`src/rtl/ask_pkg.sv`:
```
// Shared definitions for the 4-ASK symbol source.
//   - Gray symbol type and the four 1s17 amplitude levels
//   - PRBS15 register width and feedback tap positions
//   - map_level(): Gray symbol -> signed 1s17 level
package ask_pkg;

    localparam int LFSR_W = 15;
    localparam int TAP_A  = 14;
    localparam int TAP_B  = 13;

    localparam logic [LFSR_W-1:0] LFSR_DEFAULT_SEED = 15'h7FFF;

    typedef enum logic [1:0] {
        GRAY_M3 = 2'b00,
        GRAY_M1 = 2'b01,
        GRAY_P1 = 2'b11,
        GRAY_P3 = 2'b10
    } gray_sym_e;

    localparam logic signed [17:0] LVL_M3 = -18'sd98304;  // -0.75
    localparam logic signed [17:0] LVL_M1 = -18'sd32768;  // -0.25
    localparam logic signed [17:0] LVL_P1 =  18'sd32768;  // +0.25
    localparam logic signed [17:0] LVL_P3 =  18'sd98304;  // +0.75

    function automatic logic signed [17:0] map_level(input gray_sym_e sym);
        logic signed [17:0] lvl;
        case (sym)
            GRAY_M3: lvl = LVL_M3;
            GRAY_M1: lvl = LVL_M1;
            GRAY_P1: lvl = LVL_P1;
            GRAY_P3: lvl = LVL_P3;
            default: lvl = 18'sd0;
        endcase
        return lvl;
    endfunction

endpackage

```
`src/rtl/prbs15_gen.sv`:
```
// PRBS15 generator, x^15+x^14+1 Fibonacci form, two bits per step.
//   clk    : clock
//   reset  : synchronous active-low reset, loads SEED
//   step_i : advance the register by two shifts
//   sym_o  : the two bits the next step produces, first bit in the MSB
module prbs15_gen
    import ask_pkg::*;
#(
    parameter logic [LFSR_W-1:0] SEED = LFSR_DEFAULT_SEED
) (
    input  logic       clk,
    input  logic       reset,
    input  logic       step_i,
    output logic [1:0] sym_o
);

    logic [LFSR_W-1:0] lfsr_q;
    logic [LFSR_W-1:0] lfsr_d;
    logic [LFSR_W-1:0] lfsr_mid_s;
    logic              nb1_s;
    logic              nb2_s;

    // Two look-ahead shifts; sym_o shows the bits before they are committed.
    always_comb begin
        nb1_s      = lfsr_q[TAP_A] ^ lfsr_q[TAP_B];
        lfsr_mid_s = {lfsr_q[LFSR_W-2:0], nb1_s};
        nb2_s      = lfsr_mid_s[TAP_A] ^ lfsr_mid_s[TAP_B];
        sym_o      = {nb1_s, nb2_s};
        if (step_i) begin
            lfsr_d = {lfsr_mid_s[LFSR_W-2:0], nb2_s};
        end else begin
            lfsr_d = lfsr_q;
        end
    end

    // LFSR state register.
    always_ff @(posedge clk) begin
        if (!reset) begin
            lfsr_q <= SEED;
        end else begin
            lfsr_q <= lfsr_d;
        end
    end

endmodule

```
`src/rtl/ask4_symbol_src.sv`:
```
// 4-ASK symbol source with upsampling, feeding a TX pulse-shaping filter.
//   clk, reset (sync active-low), en (one output sample per enabled cycle)
//   src_sel   : 0 internal PRBS, 1 external symbols via sym_in/sym_valid/sym_ready
//   mode_hold : 0 zero-stuff, 1 sample-and-hold between symbols
//   x_out     : signed 1s17 sample, registered, holds while en=0
//   sym_strobe: marks the x_out sample carrying a new symbol
//   underrun  : sticky, an external symbol slot found sym_valid=0
module ask4_symbol_src
    import ask_pkg::*;
#(
    parameter int                SPS       = 4,
    parameter logic [LFSR_W-1:0] LFSR_SEED = 15'h7FFF
) (
    input  logic               clk,
    input  logic               reset,
    input  logic               en,
    input  logic               src_sel,
    input  logic               mode_hold,
    input  logic [1:0]         sym_in,
    input  logic               sym_valid,
    output logic               sym_ready,
    output logic signed [17:0] x_out,
    output logic               sym_strobe,
    output logic               underrun
);

    localparam int PW = (SPS > 2) ? $clog2(SPS) : 1;
    localparam logic [LFSR_W-1:0] SEED_EFF =
        (LFSR_SEED == 15'd0) ? LFSR_DEFAULT_SEED : LFSR_SEED;

    logic [PW-1:0]      phase_q, phase_d;
    logic signed [17:0] x_q, x_d;
    logic signed [17:0] hold_q, hold_d;
    logic               strobe_q, strobe_d;
    logic               under_q, under_d;
    logic               slot_s;
    logic               prbs_step_s;
    logic [1:0]         prbs_sym_s;
    logic signed [17:0] level_s;

    assign slot_s      = en & (phase_q == {PW{1'b0}});
    assign prbs_step_s = slot_s & ~src_sel & reset;
    assign sym_ready   = slot_s & src_sel & reset;

    prbs15_gen #(
        .SEED (SEED_EFF)
    ) u_prbs (
        .clk    (clk),
        .reset  (reset),
        .step_i (prbs_step_s),
        .sym_o  (prbs_sym_s)
    );

    // Symbol level for the current slot; a missing external symbol maps to 0.
    always_comb begin
        level_s = 18'sd0;
        if (!src_sel) begin
            level_s = map_level(gray_sym_e'(prbs_sym_s));
        end else if (sym_valid) begin
            level_s = map_level(gray_sym_e'(sym_in));
        end else begin
            level_s = 18'sd0;
        end
    end

    // Phase counter, upsampler and underrun next-state.
    always_comb begin
        phase_d  = phase_q;
        x_d      = x_q;
        hold_d   = hold_q;
        strobe_d = 1'b0;
        under_d  = under_q;
        if (en) begin
            if (phase_q == PW'(SPS - 1)) begin
                phase_d = {PW{1'b0}};
            end else begin
                phase_d = phase_q + {{(PW-1){1'b0}}, 1'b1};
            end
            if (slot_s) begin
                x_d      = level_s;
                hold_d   = level_s;
                strobe_d = 1'b1;
                if (src_sel && !sym_valid) begin
                    under_d = 1'b1;
                end else begin
                    under_d = under_q;
                end
            end else if (mode_hold) begin
                x_d = hold_q;
            end else begin
                x_d = 18'sd0;
            end
        end else begin
            phase_d = phase_q;
        end
    end

    // State registers.
    always_ff @(posedge clk) begin
        if (!reset) begin
            phase_q  <= {PW{1'b0}};
            x_q      <= 18'sd0;
            hold_q   <= 18'sd0;
            strobe_q <= 1'b0;
            under_q  <= 1'b0;
        end else begin
            phase_q  <= phase_d;
            x_q      <= x_d;
            hold_q   <= hold_d;
            strobe_q <= strobe_d;
            under_q  <= under_d;
        end
    end

    assign x_out      = x_q;
    assign sym_strobe = strobe_q;
    assign underrun   = under_q;

endmodule

```
`config.mk`:
```
export PLATFORM = sky130hd
export DESIGN_NAME = ask4_symbol_src
export DESIGN_NICKNAME = d
export VERILOG_FILES = /design/src/rtl/ask_pkg.sv /design/src/rtl/prbs15_gen.sv /design/src/rtl/ask4_symbol_src.sv
export SDC_FILE = /design/constraint.sdc
export NUM_CORES = 1
export LEC_CHECK = 0
export CAP_MARGIN = 10
export CORE_AREA = 3 3 56 58
export DETAILED_ROUTE_END_ITERATION = 12
export DIE_AREA = 0 0 59 61
export HOLD_SLACK_MARGIN = 0.03
export PLACE_DENSITY = 0.8
export SLEW_MARGIN = 10
export SYNTH_ARGS = -nofsm -noshare
export SYNTH_HDL_FRONTEND = slang
export SYNTH_SLANG_ARGS = --single-unit
```
`constraint.sdc`:
```
create_clock -name clk -period 2.9 [get_ports clk]
set_input_delay 0.435 -clock clk [delete_from_list [all_inputs] [get_ports clk]]
set_output_delay 0.435 -clock clk [all_outputs]
set_load 0.01 [all_outputs]
```
==> metrics.md, run 1 <==
| Metric | Value |
|---|---|
| Total grt overflow | 0 |
| Core box area | approximately 2700 um2 |
| Post-cts repair resize count | 0 |
| CP Class | flop to output port |
| Final HPWL DP | about 1400 um |
| Post-synthesis sequential area ratio | a little over two fifths |
| Area grow syn2layout | 8.700% |
| WL per Instance | roughly 11 um |
| Min Clock Period, post-route | approximately 2400 ps |
| Initial DRC count | 8 |
| Cts hold-fix bufs | 0 |
| DR vias | roughly 850 |
| Residual DRC | 0 |
| Clock Tree Buf Depth | 2 |
| # setup viols final | 0 |
| Worst min path class | flop to flop |
| Worst clock skew | 3.653 ps |
| DP Worst Slack | ~730 ps |
| Synth async-reset ratio | 0% |
| Setup crit end kind | output port |
| CTS clock-pin slew for the worst setup and hold paths | 130 ps |
| H-Tree Depth | 1 |
| Postcts setup bufs | 0 |
| Startpoint types | flop |
| Most used DFF post-synth | dfxtp_1 |
| Pin count of the biggest net entering global routing | 25 |
| Vias per cell | 4.765 |
| Share of cells above drive strength 1 | a little under 7% |
| Final worst-path cycle share | 83.50% |
| Root Buffer | clkbuf_4 |
| Diodes inserted | 0 |
| Drt pass-1 iters | 4 |
| Worst ir drop on vdd | between 0.4 and 0.5 mV |
| Worst path required time | 2470 ps |
| Die Y | slightly above 60 um |
| Lkg Pwr | roughly 0.6 nW |
| Hold Fails Final Rpt | 0 |
| Status | finished, final reports clean |
| Setup ws final | about 480 ps |
| CTS tree | yes |
| Critical Path AT | 1990 ps |
| Fmax achieved | roughly 0.41 GHz |
| Std cell rows | 19 |
| Initial core utilization | 44.04% |
| #FFs+latches synth | 25 |
| Worst-path fanout max | 12 |
| Syn_area_per_cell | 8.713 um2 |
| Clk sinks | 25 |
| First-pass GRT wire length | between 3000 and 4000 um |
| CTS buffer count | 3 |
| Final slew viol count | 0 |
| Area of the die | about 3600 um2 |
| Fin nets | roughly 160 |
| Total GRT Usage | between 10% and 20% |
| Netlist Area Pre-Place | 1194 um2 |
| Max Cap Violations | 0 |
| Post-route setup TNS | 0 ps |
| Number of synthesized flops with an enable pin | 0 |
| YS warnings | 0 |
| Ports | 29 |
| Antenna viol nets, final | 0 |
| Vias in the first global route | approximately 730 |
| RSZ-0062 raised after global routing | false |
| Die width | just under 60 um |
| Port bufs | 13 |
| Unique masters post-synth | 32 |
| Initial antenna violation count | 0 |
| Clk_lat worst skew | around 310 ps |
| Power per cell area | slightly above 500 nW/um2 |
| Synth Instances | around 140 |
| DRT Wirelength | 1914 um |
| GP Congestion | 0.7494 |
## per-layer routing
metal | global-route usage, % | part of all wire, % | up-vias
li1 | - | - | 443
met2 | 19.72 | 49 | 20
met1 | 13.03 | 43 | 388
met4 | 2.913 | 0.52 | 0
met3 | 4.043 | 7.4 | 2
met5 | 0 | 0 | -
## critical path, stage by stage, from the launching register on
cell	delay, ps
dfxtp_1	360
inv_1	60
ha_1	390
and3_1	230
and2_1	120
clkdlybuf4s50_1	520
## power by group
group	switching (mW)	internal, mW
logic	0.0685	0.0584
registers	0.0158	0.371
clock network	0.102	0.0526
## logic make-up (layout without fill, tap and decap cells)
family | count (synthesis) | after routing | synth area share [%]
and+or+nand+nor | 59 | 59 | 24.21
buffers and inverters | 26 | 23 | 14.88
DFF | 25 | 25 | 41.93
AOI/OAI and AO/OA | 17 | 17 | 10.59
adders and majority gates | 4 | 4 | 4.193
xor gates and xnor gates | 3 | 3 | 2.202
muxes | 2 | 2 | 1.677
other | 1 | 15 | 0.3142
## metrics by stage
stage	utilization, %	cell area [um2]	std cells	power, mW	hold WS (ps)
after global placement	46.77	1267	175	0.5175	449.8
final	47.88	1297	179	0.6683	478.9
after global routing	47.88	1297	179	0.7148	501.5
after detailed placement	46.77	1267	175	0.5227	453.9
after CTS	47.88	1297	179	0.6800	485.2
after floorplan	-	1246	151	0.5025	438.9
## cells in the mapped netlist, types with 2 or more instances
library cell	n	share of area [%]
xor2_1	2	1.5
ha_1	4	4.2
buf_6	2	1.9
o211ai_1	2	1.3
nand3_1	14	5.9
a21oi_1	2	0.84
inv_1	4	1.3
nand3b_1	2	1.3
clkbuf_1	2	0.63
nor2b_1	2	1.0
dfxtp_1	25	42
o21ai_0	4	1.7
nand2_1	30	9.4
mux2i_1	2	1.7
nor2_1	4	1.3
buf_4	17	11
and2_1	2	1.0
and3b_1	2	1.5
o21a_1	2	1.3
## area by class of cell
class / count / area (um2)
Multi-Input combinational cell: 100 / 568.0
Clock buffer: 3 / 22.52
Sequential cell: 25 / 500.5
Fill cell: 270 / 1413
Clock inverter: 1 / 7.507
Tap cell: 31 / 38.79
Timing Repair Buffer: 15 / 145.1
Inverter: 4 / 15.01
## placed cells by master, fill, tap and decap left out, types with 3 or more instances in the layout
cell type,synthesis,routed
o21ai_0,4,4
nand3_1,14,14
conb_1,1,15
dfxtp_1,25,25
nand2_1,30,30
nor2_1,4,4
inv_1,4,4
ha_1,4,4
clkbuf_4,0,3
clkdlybuf4s50_1,0,13
## worst paths after layout
check,slack [ps],end,depth (start not counted),from
min reg2reg,480,u_prbs.lfsr_q[9],2,u_prbs.lfsr_q[7]
min,480,u_prbs.lfsr_q[9],2,u_prbs.lfsr_q[7]
max,480,sym_ready,5,phase_q[0]
max reg2reg,1300,u_prbs.lfsr_q[1],5,phase_q[0]
## sequential cells by signal, summed over array words and instances (netlist names)
name	count
sym_strobe	1
u_prbs.lfsr_q	15
x_out	3
hold_q	3
underrun	1
phase_q	2
No activity file was read; power rests on OpenSTA's default activity.
==> run 2, diff against run 1 <==
==> constraint.sdc (replaced) <==
create_clock -name clk -period 2.43 [get_ports clk]
set_input_delay 0.3645 -clock clk [delete_from_list [all_inputs] [get_ports clk]]
set_output_delay 0.3645 -clock clk [all_outputs]
set_load 0.01 [all_outputs]
==> run 2 against run 1 <==
Net effect: clock skew grew 1.7 ps; highest routed layer is now met3; register-to-register slack got worse by 370 ps; first-iteration DRC count increased by 50%; global-route usage rose by 1.0 points; via count is 2.5% higher; critical path type unchanged; count of clock-buffer cells in the layout stayed put.
==> metrics.md, run 2 (synthesis gave the netlist of run 1 again) <==
| Metric | Value |
|---|---|
| Worst min path class | flop to flop (unchanged) |
| H-Tree Depth | 1 (unchanged) |
| Critical Path Source | phase_q[1] (was phase_q[0]) |
| Fin nets | 161 (unchanged) |
| CP Class | flop to output port (unchanged) |
| Clock power share | 23.6% (was 23.1%) |
| Final HPWL DP | 1525 um (was 1406 um) |
| Setup crit end kind | output port (unchanged) |
| Placed insts | 175 (unchanged) |
| Min Clock Period, post-route | around 2200 ps |
| CTS buffer count | 3 (unchanged) |
| R2r startpoint | phase_q[1] (was phase_q[0]) |
| Root Buffer | clkbuf_4 (unchanged) |
| Vias in the first global route | 771 (was 734) |
| Worst-path fanout max | 12 (unchanged) |
| WL per Instance | 11.75 um (was 10.69 um) |
| Worst ir drop on vdd | 0.4733 mV (was 0.4476 mV) |
| Fmax achieved | ~0.45 GHz |
| Most frequent cells in the layout | nand2_1, dfxtp_1, conb_1 (unchanged) |
| Antenna viol nets, final | 0 (unchanged) |
| Total GRT Usage | 12.27% (was 11.25%) |
| Startpoint types | flop (unchanged) |
| DRT Wirelength | 2103 um (was 1914 um) |
| Share of cells above drive strength 1 | 7.432% (was 6.757%) |
| Cts hold-fix bufs | 0 (unchanged) |
| Diodes inserted | 0 (unchanged) |
| # setup viols final | 0 (unchanged) |
| Switching share of power | 28.78% (was 27.86%) |
| Port bufs | 13 (unchanged) |
| CTS tree | yes (unchanged) |
| Initial antenna violation count | 0 (unchanged) |
| Pint | 0.5759 mW (was 0.4821 mW) |
| DR vias | 874 (was 853) |
| Initial DRC count | 12 (was 8) |
| Commonest non-fill, non-tap cell in the layout | nand2_1 (unchanged) |
| Pin count of the biggest net entering global routing | 25 (unchanged) |
| Max Cap Violations | 0 (unchanged) |
| Lkg Pwr | 0.6102 nW (was 0.6075 nW) |
| Max reg flops | 15 (unchanged) |
| CP Buf/Inv Count | 2 (unchanged) |
| Vias per cell | 4.883 (was 4.765) |
| Area of the die | 3599 um2 (unchanged) |
| Hold Fails Final Rpt | 0 (unchanged) |
| CTS clock-pin slew for the worst setup and hold paths | 140 ps (was 130 ps) |
| Residual DRC | 0 (unchanged) |
| Comb pwr share | 19.2% (was 19.0%) |
| Tot Pwr | 0.8086 mW (was 0.6683 mW) |
| Status | finished, final reports clean (unchanged) |
| CP max stage delay | 530 ps (was 520 ps) |
| GP Congestion | 0.7230 (was 0.7494) |
| Clk_lat worst skew | 330 ps (was 310 ps) |
| Ports | 29 (unchanged) |
| Area grow syn2layout | 8.700% (unchanged) |
| First-pass GRT wire length | 3325 um (was 3146 um) |
| Fin cells | 179 (unchanged) |
| RSZ-0062 raised after global routing | false (unchanged) |
| Clock Tree Buf Depth | 2 (unchanged) |
| Post-cts repair resize count | 0 (unchanged) |
| Initial core utilization | 44.04% (unchanged) |
| Power per cell area | 623.2 nW/um2 (was 515.1 nW/um2) |
| Final worst-path cycle share | between 90% and 100% |
| Worst path required time | 2070 ps (was 2470 ps) |
| Hold wc startpoint | u_prbs.lfsr_q[10] (was u_prbs.lfsr_q[7]) |
| CP cell instances | inv_1 > ha_2 > and3_1 > and2_1 > clkdlybuf4s50_1 (was inv_1 > ha_1 > and3_1 > and2_1 > clkdlybuf4s50_1) |
| Critical Path AT | 1880 ps (was 1990 ps) |
| NetSw | 0.2327 mW (was 0.1862 mW) |
| Slowest CP cell | clkdlybuf4s50_1 (unchanged) |
| Biggest register | u_prbs.lfsr_q (unchanged) |
| Clk sinks | 25 (unchanged) |
| Postcts setup bufs | 0 (unchanged) |
| Total grt overflow | 0 (unchanged) |
| Flop pwr share | 57.2% (was 57.9%) |
| Core box area | 2710 um2 (unchanged) |
| Die width | 59 um (unchanged) |
| Final slew viol count | 0 (unchanged) |
| Post-route setup TNS | 0 ps (unchanged) |
| Die Y | 61 um (unchanged) |
| Worst clock skew | 5.355 ps (was 3.653 ps) |
| Drt pass-1 iters | 4 (unchanged) |
| Crit-path leading delay family | buffers and inverters (unchanged) |
| Std cell rows | 19 (unchanged) |
## run 2: cell types whose count changed in the layout (fill, tap and decap cells not counted), sizes merged
cell / before / now
clkinv: 0 / 1
clkinvlp: 1 / 0
## run 2: power groups by stage
| stage | clock network, mW | logic (mW) | registers (mW) |
|---|---|---|---|
| final | 0.191 | 0.155 | 0.463 |
| after global routing | 0.213 | 0.175 | 0.466 |
| after CTS | 0.194 | 0.156 | 0.463 |
| after detailed placement | 0 | 0.155 | 0.472 |
| after floorplan | 0 | 0.129 | 0.470 |
| after global placement | 0 | 0.148 | 0.470 |
## run 2: cell type report
class                      instances  area [um2]
clock buffer                       3       22.52
timing repair buffer              15       145.1
multi-input combinational        100       570.5
inverter                           4       15.01
sequential                        25       500.5
tap                               31       38.79
clock inverter                     1       5.005
fill                             281        1413
## run 2: through the flow
stage                     setup WS (ps)  hold WS (ps)  instance area [um2]  util (%)
after floorplan                   941.7         438.9                 1246         -
after global placement            417.3         450.4                 1267     46.77
after detailed placement          409.8         455.4                 1267     46.77
after CTS                         45.81         482.1                 1295     47.78
after global routing              46.50         496.6                 1297     47.88
final                             183.1         479.0                 1297     47.88
## run 2: worst paths after layout
path	cells after the start	slack, ps	to
worst max-delay path	5	180	sym_ready
worst min register to register	2	480	u_prbs.lfsr_q[12]
worst min-delay path	2	480	u_prbs.lfsr_q[12]
worst max register to register	5	930	u_prbs.lfsr_q[1]
## run 2: routing by layer
metal	up-vias	part of all wire [%]	GRT usage [%]	routed length [um]
met5	-	0	0	0
met4	0	0	2.913	0
met3	0	5.8	4.681	123
met2	20	49	20.66	1037
met1	408	45	14.86	942
li1	446	-	-	-
## run 2: tightest hold or removal path: stages, from the launching register on
cell	delay, ps
dfxtp_1	340
nand2_1	50
nand3_1	60
